==> config.mk <==
export PLATFORM = sky130hd
export DESIGN_NAME = gray_encoder_stream
export DESIGN_NICKNAME = d
export VERILOG_FILES = /design/src/rtl/gray_pkg.sv /design/src/rtl/gray_obuf.sv /design/src/rtl/gray_encoder_stream.sv
export SDC_FILE = /design/constraint.sdc
export NUM_CORES = 1
export LEC_CHECK = 0
export ABC_AREA = 1
export BUFFER_PORTS_ARGS = -buffer_cell sky130_fd_sc_hd__buf_4
export CORE_UTILIZATION = 56
export CTS_CLUSTER_SIZE = 20
export DETAILED_ROUTE_END_ITERATION = 12
export PLACE_DENSITY_LB_ADDON = 0.1
export REMOVE_ABC_BUFFERS = 1
export SETUP_SLACK_MARGIN = 0.02
export SYNTH_ARGS = -nofsm -noshare
export SYNTH_HDL_FRONTEND = slang
export SYNTH_SLANG_ARGS = --single-unit
==> constraint.sdc <==
create_clock -name clk_i -period 2.7 [get_ports clk_i]
set_clock_uncertainty 0.1 [all_clocks]
set_input_delay 0.27 -clock clk_i [delete_from_list [all_inputs] [get_ports clk_i]]
set_output_delay 0.27 -clock clk_i [all_outputs]
set_load 0.01 [all_outputs]
==> src/rtl/gray_pkg.sv <==
// Shared constants, FSM state type and Gray conversion helper for gray_encoder_stream.
package gray_pkg;

  localparam logic [2:0] EN_ACTIVE = 3'b100;
  localparam logic [2:0] EN_IDLE   = 3'b000;

  typedef enum logic [1:0] {
    IDLE,
    COUNT,
    DONE
  } state_e;

  // Callers zero-extend into 32 bits and cast the result back, so any WIDTH <= 32 works.
  function automatic logic [31:0] bin2gray(input logic [31:0] b);
    return b ^ (b >> 1);
  endfunction

endpackage

==> src/rtl/gray_obuf.sv <==
// Two-entry valid/ready output FIFO; head register drives dout_o directly.
module gray_obuf #(
  parameter int WIDTH = 8
) (
  input  logic             clk_i,
  input  logic             rst_i,
  input  logic             push_i,
  input  logic [WIDTH-1:0] din_i,
  output logic             full_o,
  output logic             valid_o,
  output logic [WIDTH-1:0] dout_o,
  input  logic             ready_i
);

  logic [WIDTH-1:0] head_q, head_d;
  logic [WIDTH-1:0] tail_q, tail_d;
  logic [1:0]       cnt_q, cnt_d;
  logic             pop;

  assign valid_o = (cnt_q != 2'd0);
  assign full_o  = (cnt_q == 2'd2);
  assign dout_o  = head_q;
  assign pop     = valid_o && ready_i;

  // The writer never pushes into a full buffer, so push-without-pop only sees counts 0 and 1.
  always_comb begin
    head_d = head_q;
    tail_d = tail_q;
    cnt_d  = cnt_q;
    case ({push_i, pop})
      2'b10: begin
        if (cnt_q == 2'd0) head_d = din_i;
        else               tail_d = din_i;
        cnt_d = cnt_q + 2'd1;
      end
      2'b01: begin
        head_d = tail_q;
        cnt_d  = cnt_q - 2'd1;
      end
      2'b11: begin
        if (cnt_q == 2'd1) begin
          head_d = din_i;
        end else begin
          head_d = tail_q;
          tail_d = din_i;
        end
      end
      default: ;
    endcase
  end

  always_ff @(posedge clk_i) begin
    if (rst_i) begin
      head_q <= '0;
      tail_q <= '0;
      cnt_q  <= 2'd0;
    end else begin
      head_q <= head_d;
      tail_q <= tail_d;
      cnt_q  <= cnt_d;
    end
  end

endmodule

==> src/rtl/gray_encoder_stream.sv <==
// Gray-coded stream source (pass-through or ranged count) feeding decoder_gray.
// Define GRAY_ENC_CHECK_EN to add err_o and the single-bit-step checker on popped count words.
module gray_encoder_stream
  import gray_pkg::*;
#(
  parameter int WIDTH = 8
) (
  input  logic             clk_i,
  input  logic             rst_i,
  input  logic [WIDTH-1:0] bin_i,
  input  logic             bin_valid_i,
  output logic             bin_ready_o,
  input  logic             start_i,
  input  logic [WIDTH-1:0] first_i,
  input  logic [WIDTH-1:0] last_i,
  input  logic             abort_i,
  output logic             done_o,
  output logic [WIDTH-1:0] gray_o,
  output logic             gray_valid_o,
  input  logic             gray_ready_i,
  output logic [2:0]       en_o
`ifdef GRAY_ENC_CHECK_EN
 ,output logic             err_o
`endif
);

`ifdef GRAY_ENC_CHECK_EN
  localparam int BUF_W = WIDTH + 1;
`else
  localparam int BUF_W = WIDTH;
`endif

  state_e           state_q, state_d;
  logic [WIDTH-1:0] cnt_q, cnt_d;
  logic [WIDTH-1:0] last_q, last_d;
  logic             out_en_q;
  logic             push, full;
  logic [WIDTH-1:0] enc_src, gray_word;
  logic [BUF_W-1:0] buf_din, buf_dout;

  // out_en_q keeps bin_ready_o low for the first cycle after reset.
  assign bin_ready_o = (state_q == IDLE) && out_en_q && !full && !start_i;
  assign enc_src     = (state_q == COUNT) ? cnt_q : bin_i;
  assign gray_word   = WIDTH'(bin2gray(32'(enc_src)));
  assign done_o      = (state_q == DONE);
  assign en_o        = gray_valid_o ? EN_ACTIVE : EN_IDLE;

  always_comb begin
    state_d = state_q;
    cnt_d   = cnt_q;
    last_d  = last_q;
    push    = 1'b0;
    case (state_q)
      IDLE: begin
        if (start_i) begin
          cnt_d   = first_i;
          last_d  = last_i;
          state_d = COUNT;
        end else if (bin_valid_i && bin_ready_o) begin
          push = 1'b1;
        end
      end
      COUNT: begin
        if (abort_i) begin
          state_d = IDLE;
        end else if (!full) begin
          push  = 1'b1;
          cnt_d = cnt_q + WIDTH'(1);
          if (cnt_q == last_q) state_d = DONE;
        end
      end
      DONE:    state_d = IDLE;
      default: state_d = IDLE;
    endcase
  end

  always_ff @(posedge clk_i) begin
    if (rst_i) begin
      state_q  <= IDLE;
      cnt_q    <= '0;
      last_q   <= '0;
      out_en_q <= 1'b0;
    end else begin
      state_q  <= state_d;
      cnt_q    <= cnt_d;
      last_q   <= last_d;
      out_en_q <= 1'b1;
    end
  end

`ifdef GRAY_ENC_CHECK_EN
  // Each buffered word carries a tag bit marking it as a count-mode word.
  assign buf_din = {(state_q == COUNT), gray_word};
  assign gray_o  = buf_dout[WIDTH-1:0];

  logic [WIDTH-1:0] prev_q, prev_d, diff;
  logic             prev_v_q, prev_v_d;
  logic             err_q, err_d;

  always_comb begin
    prev_d   = prev_q;
    prev_v_d = prev_v_q;
    err_d    = err_q;
    diff     = prev_q ^ gray_o;
    if (gray_valid_o && gray_ready_i) begin
      if (buf_dout[WIDTH]) begin
        if (prev_v_q && !((diff != '0) && ((diff & (diff - WIDTH'(1))) == '0))) err_d = 1'b1;
        prev_d   = gray_o;
        prev_v_d = 1'b1;
      end else begin
        prev_v_d = 1'b0;
      end
    end
  end

  always_ff @(posedge clk_i) begin
    if (rst_i) begin
      prev_q   <= '0;
      prev_v_q <= 1'b0;
      err_q    <= 1'b0;
    end else begin
      prev_q   <= prev_d;
      prev_v_q <= prev_v_d;
      err_q    <= err_d;
    end
  end

  assign err_o = err_q;
`else
  assign buf_din = gray_word;
  assign gray_o  = buf_dout;
`endif

  gray_obuf #(
    .WIDTH(BUF_W)
  ) u_obuf (
    .clk_i   (clk_i),
    .rst_i   (rst_i),
    .push_i  (push),
    .din_i   (buf_din),
    .full_o  (full),
    .valid_o (gray_valid_o),
    .dout_o  (buf_dout),
    .ready_i (gray_ready_i)
  );

endmodule

# Yosys cells after proc, flatten, opt, wreduce, memory -nomap -nowiden
# Cells that the tools add are included.
# op_classes
eq_ne,16
n_addsub,3
reduce_logical,19
mux,24
n_bitwise,1
# ops
op,count
$mux 8,8
$pmux 8 s2,2
$pmux 8 s3,1
$ne 2x2->1 const B,5
$add 8x1->8 const B,1
$eq 2x2->1 const B,4
$eq 8x8->1,1
$mux 2,4
$pmux 2 s2,2
$reduce_bool 2->1,4
$xor 8x7->8,1
$eq 2x1->1 const B,3
$reduce_and 3->1,2
$logic_and 1x1->1,5
$mux 1,5
$logic_not 2->1,2
$reduce_and 2->1,2
$reduce_and 4->1,1
$mux 3,1
$ne 3x2->1 const B,1
$ne 3x3->1 const B,1
$reduce_bool 3->1,1
$add 2x1->2 const B,1
$logic_not 1->1,2
other kinds (3),3
# word_totals
out_inout_bits,14
inputBits,30
regBits,37
elab_cells,70

# Depth between registers and ports, before layout
# Gate-level depths: netlist (run 1).
# logic_depth
word_depth,11
ltp_mapped,13
mapped_depth_nobuf,13

# Modules after synthesis
# From an unflattened synthesis (run 1), not the netlist that was laid out.
# unflattened
hier_cells,337
area_unflattened_um2,2297.2
# by_module_without_submodules
module,area_each_um2,cells_each,seq_area_each_um2,instances
gray_encoder_stream,1234.9,184,380.4,1
gray_obuf,1062.3,153,360.3,1

# Least setup slack after synthesis (run 1)
# OpenSTA, ideal clock, no wires.
# synth_path
path_type,register -> register
from,register u_obuf.cnt_q[0]
to,register u_obuf.tail_q[6]
required_ns,2.485
setup_ns,0.115
period_less_slack_ns,2.171
setup_slack_ns,0.529
n_path_buf,1
arrival_time_ns,1.955
stages_incl_launch_ff,12
path_cell_list,dfxtp_1 -> inv_1 -> ha_1 -> inv_2 -> nand2_2 -> inv_2 -> ha_1 -> o211ai_1 -> buf_2 -> nor2_1 -> o21ai_0 -> inv_1
# synth_between
elab_cells_between_ends,21
cone_classes,eq/ne: 6; mux: 6; reduce/logical: 9
# synth_lines
item,line_no,source
from (decl),gray_obuf.sv:17,"logic [1:0] cnt_q, cnt_d;"
from (signal assigned),gray_obuf.sv:60,cnt_q <= cnt_d;
$reduce_bool 2->1 (*),gray_obuf.sv:20,assign valid_o = (cnt_q != 2'd0);
named net gray_valid_o,gray_encoder_stream.sv:19,"output logic gray_valid_o,"
$logic_and 1x1->1 (*),gray_obuf.sv:23,assign pop = valid_o && ready_i;
$eq 2x2->1,gray_obuf.sv:30,"case ({push_i, pop})"
$ne 2x2->1 (no line) / $reduce_bool 2->1 (equally long branches),-,
$reduce_and 3->1 (no line),-,
to (signal assigned),gray_obuf.sv:59,tail_q <= tail_d;
to (decl),gray_obuf.sv:16,"logic [WIDTH-1:0] tail_q, tail_d;"
# The timed path passes the listed nets; every way through them passes the cells marked *.
# A chain may end at the register's enable or synchronous reset.

# Worst setup path after layout (run 1)
# layout_path
from,register u_obuf.cnt_q[0]
to,"register u_obuf.head_q[0], in the netlist u_obuf.dout_o[0]"
# layout_between
elab_chain_cells,11
elab_cells_between_ends,22
cone_classes,eq/ne: 6; mux: 7; reduce/logical: 9
# layout_rtl
item,line_no,source
$eq 2x2->1,gray_obuf.sv:21,assign full_o = (cnt_q == 2'd2);
$logic_not 1->1,-,
$logic_and 1x1->1 (2 in a row),gray_encoder_stream.sv:42,assign bin_ready_o = (state_q == IDLE) && out_en_q && !full && !start_i;
$logic_and 1x1->1,gray_encoder_stream.sv:59,end else if (bin_valid_i && bin_ready_o) begin
$mux 1,gray_encoder_stream.sv:59,
$mux 1,gray_encoder_stream.sv:55,if (start_i) begin
$pmux 1 s2,gray_encoder_stream.sv:53,case (state_q)
$eq 2x2->1 / $eq 2x1->1 (equally long branches),gray_obuf.sv:30,
$ne 2x1->1 (no line) / $reduce_bool 3->1 (equally long branches),-,
$reduce_and 2->1 (no line),-,
to (signal assigned),gray_obuf.sv:54,head_q <= '0;
to (signal assigned),gray_obuf.sv:58,head_q <= head_d;
to (decl),gray_obuf.sv:15,"logic [WIDTH-1:0] head_q, head_d;"
# Parallel ways exist; a longest one is shown, timed or not.

==> metrics.md, run 1 <==
| Metric | Value |
|---|---|
| Initial DRT Pass Iterations | 5 |
| Mapped Cells | 383 |
| Vias in the first global route | 2012 |
| RSZ-0062 raised after global routing | false |
| FF-to-FF setup slack | 0.27 ns |
| CTS sink count | 37 |
| All-Layer GR Usage | 0.2562 |
| Slew HR | 0.4584 |
| Fin. Hold Viols | 0 |
| VDD IR-drop max | 0.4595 mV |
| TNS Setup | 0 ns |
| Critical Path Start Type | flop |
| Slew Limit Fails | 0 |
| Avg WL per Cell | 11.27 µm |
| I/O pin cnt | 44 |
| Crit path DAT | 2.55 ns |
| CTS buffer count | 5 |
| Worst-Margin Slew | 0.8115 ns |
| CTS Hold Bufs | 0 |
| Resized Gates After CTS | 0 |
| Post-synthesis sequential area ratio | 0.3129 |
| Antenna-violating nets left | 0 |
| Synth top area share | 0.3129 |
| Setup violators final | 0 |
| Kind of critical path | reg2reg |
| Final min period | about 2.4 ns |
| Fin nets | 459 |
| CP endpoint kind | flop |
| Hold crit path type | in2reg |
| DRC | 0 |
| Die Y | 67.02 µm |
| Worst-path clk slew | approximately 0.080 ns |
| Initial Util | 0.5876 |
| Area grow syn2layout | 16.65% |
| Die ar. | ~0.0045 mm² |
| Top cells by area, synth | dfxtp_1 (31%), nand2_1 (19%), inv_1 (7.9%) |
| Commonest non-fill, non-tap cell in the layout | nand2_1 |
| H-tree Lvls | 2 |
| Total power | between 2 and 2.5 mW |
| Final period utilization | 0.8995 |
| Routability Congestion | 0.8248 |
| CTS Root Cell | clkbuf_8 |
| Core area | roughly 0.004 mm² |
| Leak | 1.497 nW |
| HPWL after detailed placement | 3828 µm |
| Hold depth | 2 |
| YS warnings | 0 |
| Largest net degree at the start of global routing | 29 |
| Reg2reg end | u_obuf.dout_o[0]$_SDFFE_PP0P_ |
| Critical path required time | about 2.8 ns |
| I/O Buffers | 41 |
| Worst-Skew Late Latency | roughly 0.29 ns |
| Commonest non-fill, non-tap cells in the layout | nand2_1 (119), inv_1 (50), buf_4 (45), nor2_1 (40), dfxtp_1 (37) |
| Reg2reg start | u_obuf.cnt_q[0]$_SDFFE_PP0P_ |
| Final Util | 0.6854 |
| Clock buffer depth | 2 |
| CTS tree | done |
| Row cnt | 23 |
| Vias | 2373 |
| Reg2Reg Depth | 13 |
| First-pass GRT wire length | 8749 µm |
| Fmax | 0.4117 GHz |
| DR iter-0 viols | 184 |
| Register bit total from synthesis | 37 |
| Cell Area, Synth | 0.002367 mm² |
| Die width | ~67 µm |
| Initial antenna violation count | 0 |
| Filler cells | 391 |
| PwrDens | 733.6 mW/mm² |
| Syn Area/Cell | 6.181 µm² |
| Total wire length | 5333 µm |
| Share of layout cells above drive strength 1 | 0.1655 |
| Outcome | completed |
| HP Start | rst_i |
| Max Cap Viol | 0 |
| Grt total ovfl | 0 |
| Worst Hold End | state_q[0]$_SDFFE_PP0P_ |
| Post-synth top area cell | dfxtp_1 |
| CP max FO | 10 |
| DR vias/cell | 5.017 |
| Synth cell types | 30 |
| Antenna diode count | 0 |
[power by group]
| part | switching (mW) | leakage [nW] | internal, mW |
|---|---|---|---|
| combinational | 0.519 | 1.15 | 0.376 |
| clock | 0.212 | 0.0439 | 0.178 |
| sequential | 0.0787 | 0.306 | 0.662 |
[through the flow]
stage,instance area (µm²),cells,setup slack (ns),hold slack (ns)
floorplan,2275,370,0.3756,0.2391
global placement,2668,464,0.1704,0.3348
detailed placement,2668,464,0.05953,0.3415
CTS,2754,472,0.02803,0.05825
global route,2761,473,0.09363,0.06256
finish,2761,473,0.2712,0.06182
[metal layers]
| layer | track usage | vias up | part of all wire |
|---|---|---|---|
| li1 | - | 1257 | - |
| met1 | 0.3402 | 1030 | 0.48 |
| met2 | 0.4150 | 75 | 0.45 |
| met3 | 0.04110 | 11 | 0.057 |
| met4 | 0.08511 | 0 | 0.017 |
| met5 | 0 | - | 0 |
[area by class of cell]
| class | count | area (µm²) | area share |
|---|---|---|---|
| clock buffers | 5 | 68.82 | 0.02492 |
| clock inverters | 3 | 17.52 | 0.006343 |
| inverters | 55 | 206.4 | 0.07476 |
| multi-input cells | 278 | 1328 | 0.4807 |
| flip-flops and latches | 37 | 740.7 | 0.2682 |
| well taps | 50 | 62.56 | 0.02266 |
| repair buffers | 45 | 337.8 | 0.1223 |
[cell usage after synthesis]
cell	count
buf_2	2
xor2_1	5
conb_1	1
a21oi_1	15
nor4_1	1
nand2_1	119
buf_6	3
and2_1	8
nor2_4	2
nor2_1	40
ha_1	7
nand4_1	2
nand2_4	1
nor3_1	2
clkbuf_1	3
o21ai_1	7
inv_2	5
o21bai_1	1
buf_1	1
nor2_2	2
nand3_1	32
dfxtp_1	37
o21a_1	1
nand2_2	6
o211ai_1	1
a31oi_1	4
o21ai_0	19
buf_4	5
inv_1	50
a21oi_4	1
[worst max-delay path by stage]
stage,startpoint,to,cells past startpoint
2_1_floorplan,u_obuf.cnt_q[0]$_SDFFE_PP0P_,u_obuf.tail_q[6]$_SDFFE_PP0P_,10
3_3_place_gp,u_obuf.cnt_q[0]$_SDFFE_PP0P_,u_obuf.tail_q[6]$_SDFFE_PP0P_,10
3_5_place_dp,u_obuf.cnt_q[0]$_SDFFE_PP0P_,u_obuf.tail_q[6]$_SDFFE_PP0P_,10
4_1_cts,u_obuf.cnt_q[0]$_SDFFE_PP0P_,u_obuf.tail_q[6]$_SDFFE_PP0P_,10
5_1_grt,u_obuf.cnt_q[0]$_SDFFE_PP0P_,u_obuf.dout_o[3]$_SDFFE_PP0P_,13
6_report,u_obuf.cnt_q[0]$_SDFFE_PP0P_,u_obuf.dout_o[0]$_SDFFE_PP0P_,13
[critical path, cell delays in order, from the launching register on]
cell	delay, ns
dfxtp_1	0.38
inv_1	0.08
ha_1	0.28
inv_2	0.10
nand2_2	0.13
inv_2	0.19
ha_1	0.23
inv_1	0.05
o21bai_1	0.26
and2_1	0.27
nand2_1	0.07
nand2_1	0.07
nor2_1	0.04
nor2_1	0.11
[registers in the layout (all words and copies together) (netlist names)]
register / count
last_q: 8
cnt_q: 8
u_obuf.dout_o: 8
u_obuf.cnt_q: 2
u_obuf.tail_q: 8
out_en_q: 1
state_q: 2
[logic make-up (layout without fill, tap and decap cells)]
logic type	count (synthesis)	in the layout	synth area share
XOR/XNOR	5	5	0.01850
flip-flops	37	37	0.3129
buffers and inverters	69	108	0.1279
AND/OR/NAND/NOR	215	215	0.3885
AO/OA/AOI/OAI	49	49	0.1136
adder cells (fa/ha/maj)	7	7	0.03700
other	1	2	0.001584
[what timing repair did]
item,in CTS,in global routing
endpoints found under the hold margin,0,0
endpoints found under the setup margin,0,8
buffers inserted,0,1
(Power assumes the default switching activity.)
==> run 2: changes to the inputs <==
Settings changed: CORE_ASPECT_RATIO set to 1.1, CORE_UTILIZATION 56 to 55, SYNTH_HIERARCHICAL set to 1.
==> run 2 against run 1 <==
  * Routed wire length decreased by 13%
  * Synthesized cell count shrank 12%
  * Area after synthesis down 3.0%
  * Via count fell by 12%
  * Non-clock buffer count fell by 4
  * Sequential power is 2% higher
  * Sequential share of layout area increased by 0.98 points
  * Critical path depth shrank 1
  * Die area shrank 1.1%
  * Combinational power rose by 11%
  * Global-route usage down 3.5 points
  * Critical path type unchanged
==> metrics.md, run 2 <==
| Metric | Value |
|---|---|
| Outcome | completed |
| Initial DRT Pass Iterations | 4 |
| I/O Buffers | 41 |
| Post-Synth XOR/XNOR Area | 0.03813 |
| Largest net degree at the start of global routing | 18 |
| Max Cap Viol | 0 |
| Crit path buf inv count | 4 |
| DR vias/cell | 4.916 |
| Clock power share | 0.178 |
| HP Start | rst_i |
| Synth cell types | 28 |
| Fin. Hold Viols | 0 |
| Critical path required time | 2.79 ns |
| Complex-gate fraction of the synthesized area | 0.1280 |
| Reg2Reg Depth | 12 |
| HPWL after detailed placement | 3438 µm |
| Stages on worst setup path | 12 |
| NetSw | 0.8385 mW |
| CTS buffer count | 5 |
| Reg2reg end | u_obuf/dout_o[0]$_SDFFE_PP0P_ |
| Reg2reg start | u_obuf/cnt_q[0]$_SDFFE_PP0P_ |
| Commonest non-fill, non-tap cell in the layout | nand2_1 |
| Register bit total from synthesis | 37 |
| Die width | 63.62 µm |
| Routability Congestion | 0.8562 |
| Post-synthesis mux area share | 0.004357 |
| Ys flop type | dfxtp_1 |
| Worst Hold End | cnt_q[2]$_SDFFE_PP0P_ |
| Antenna-violating nets left | 0 |
| Initial Util | 0.5752 |
| Commonest cells in the netlist | nand2_1 (83), inv_1 (49), dfxtp_1 (37) |
| CTS tree | done |
| Post-synth EDFFs | 0 |
| Die ar. | ~0.0044 mm² |
| Fin cells | 427 |
| Critical Path Start Type | flop |
| Clock buffer depth | 2 |
| Placed Instances | 419 |
| CP endpoint kind | flop |
| Vias | 2099 |
| First-pass GRT wire length | 7803 µm |
| Slew Limit Fails | 0 |
| Commonest non-fill, non-tap cells in the layout | nand2_1 (83), inv_1 (49), buf_4 (41), dfxtp_1 (37), nor2_1 (29) |
| Kind of critical path | reg2reg |
| Final period utilization | 0.8239 |
| Cell-internal power | 1.286 mW |
| Worst-path clk slew | around 0.070 ns |
| Top cells by area, synth | dfxtp_1 (32%), nand2_1 (14%), inv_1 (8.0%) |
| Fin nets | 413 |
| Synth top area share | 0.3224 |
| Worst path max stage delay | 0.34 ns |
| VDD IR-drop max | 0.4573 mV |
| Fmax | 0.4495 GHz |
| Area grow syn2layout | 15.96% |
| Crit path max-delay family | simple AND/OR/NAND/NOR gates |
| Share of layout cells above drive strength 1 | 0.1627 |
| FF-to-FF setup slack | 0.48 ns |
| PwrDens | ~800 mW/mm² |
| Post-synthesis adder-cell area fraction | 0.04902 |
| Mapped Cells | approximately 340 |
| CTS sink count | 37 |
| Antenna diode count | 0 |
| Comb pwr share | 0.465 |
| # Post-CTS Setup Buffers | 0 |
| Vias in the first global route | 1869 |
| Setup violators final | 0 |
| Simple-gate portion of the synthesized area | 0.3344 |
| I/O pin cnt | 44 |
| RSZ-0062 raised after global routing | false |
| Leak | 1.361 nW |
| Worst-path cell chain | inv_1, ha_1, inv_1, nand2_1, inv_1, ha_1, nand2_2, nand2_1, nand2_1, nand3_1, nand2_1, inv_1 |
| Hold crit path type | in2reg |
| TNS Setup | 0 ns |
| CTS Hold Bufs | 0 |
| Post-synth top area cell | dfxtp_1 |
| Final min period | 2.225 ns |
| DR iter-0 viols | 82 |
| Worst-Margin Slew | 0.5148 ns |
| Syn Area/Cell | 6.817 µm² |
| Slowest-stage cell, CP | dfxtp_1 |
| Sequential share of power | 0.357 |
| Worst-Skew Late Latency | just under 0.3 ns |
| Crit path launch | u_obuf/cnt_q[0]$_SDFFE_PP0P_ |
| Cell with the most instances after synthesis | nand2_1 |
| Slew HR | 0.6559 |
| Crit path DAT | around 2.3 ns |
| Resized Gates After CTS | 0 |
| All-Layer GR Usage | 0.2210 |
| Row cnt | 24 |
| Sw Ratio | 0.3947 |
| YS warnings | 6 |
| CP max FO | 12 |
| Hold depth | 2 |
| H-tree Lvls | 2 |
| Total wire length | 4629 µm |
| Post-synthesis sequential area ratio | 0.3224 |
| Die Y | 69.78 µm |
| Main combinational cell family by area after synthesis | simple AND/OR/NAND/NOR gates |
| DRC | 0 |
| CTS Root Cell | clkbuf_8 |
| Core area | 0.003994 mm² |
| Grt total ovfl | 0 |
| Avg WL per Cell | 10.84 µm |
| Async set-or-reset flop fraction in the synthesized netlist | 0 |
| Cell Area, Synth | 0.002297 mm² |
| Initial antenna violation count | 0 |
[run 2: cell types whose count changed after synthesis, sizes merged, moves of 4 or more]
cell	delta
a21oi	+6
and2	-8
inv	-5
nand2	-37
nand3	-8
nand3b	+16
nor2	-10
o21ai	-4
xnor2	+7
[run 2: kinds of logic (layout without fill, tap and decap cells)]
kind of cell,count (synthesis),count (layout)
AO/OA/AOI/OAI,54,54
AND/OR/NAND/NOR,163,163
multiplexers,1,1
XOR/XNOR,10,10
adder cells (fa/ha/maj),9,9
flip-flops,37,37
other,1,2
buffers and inverters,62,99
[run 2: worst max-delay path by stage]
stage | to | slack (ns)
final | u_obuf/dout_o[0]$_SDFFE_PP0P_ | 0.48
after global placement | u_obuf/dout_o[7]$_SDFFE_PP0P_ | 0.58
after CTS | u_obuf/dout_o[0]$_SDFFE_PP0P_ | 0.48
after floorplan | u_obuf/dout_o[0]$_SDFFE_PP0P_ | 0.68
after detailed placement | u_obuf/dout_o[3]$_SDFFE_PP0P_ | 0.50
after global routing | u_obuf/dout_o[4]$_SDFFE_PP0P_ | 0.24
[run 2: through the flow]
step	instance area, µm²	setup WS, ns	power (mW)	utilization	hold slack [ns]
6_report	2664	0.4754	2.124	0.6670	0.08099
4_1_cts	2664	0.4786	2.132	0.6670	0.08406
5_1_grt	2664	0.2439	2.297	0.6670	0.08527
3_3_place_gp	2581	0.5753	1.730	0.6463	0.3573
3_5_place_dp	2581	0.4953	1.755	0.6463	0.3621
2_1_floorplan	2208	0.6843	1.451	-	0.2391
[run 2: final cells by class]
class                           instances  area (µm²)
Clock buffer                            6       72.57
Clock inverter                          2       10.01
Fill cell                             378        1330
Inverter                               50       187.7
Multi-Input combinational cell        239        1280
Sequential cell                        37       740.7
Tap cell                               52       65.06
Timing Repair Buffer                   41       307.8
[run 2: worst reg2reg max path, stage by stage, from the launching register on]
cell     delay (ns)
dfxtp_1        0.34
inv_1          0.08
ha_1           0.19
inv_1          0.07
nand2_1        0.29
inv_1          0.14
ha_1           0.23
nand2_2        0.19
nand2_1        0.22
nand2_1        0.10
nand3_1        0.07
nand2_1        0.07
inv_1          0.04
[run 2: power by group through the flow]
stage / sequential (mW) / combinational [mW] / clock (mW)
after floorplan: 0.783 / 0.668 / 0
final: 0.758 / 0.988 / 0.378
after global placement: 0.765 / 0.965 / 0
after global routing: 0.772 / 1.12 / 0.406
after detailed placement: 0.769 / 0.985 / 0
after CTS: 0.757 / 0.993 / 0.382
[run 2: layer usage]
metal  share of wire  global-route usage
met1            0.44              0.2441
met2            0.51              0.4054
met3           0.038             0.04441
met4           0.012             0.08586
met5               0                   0
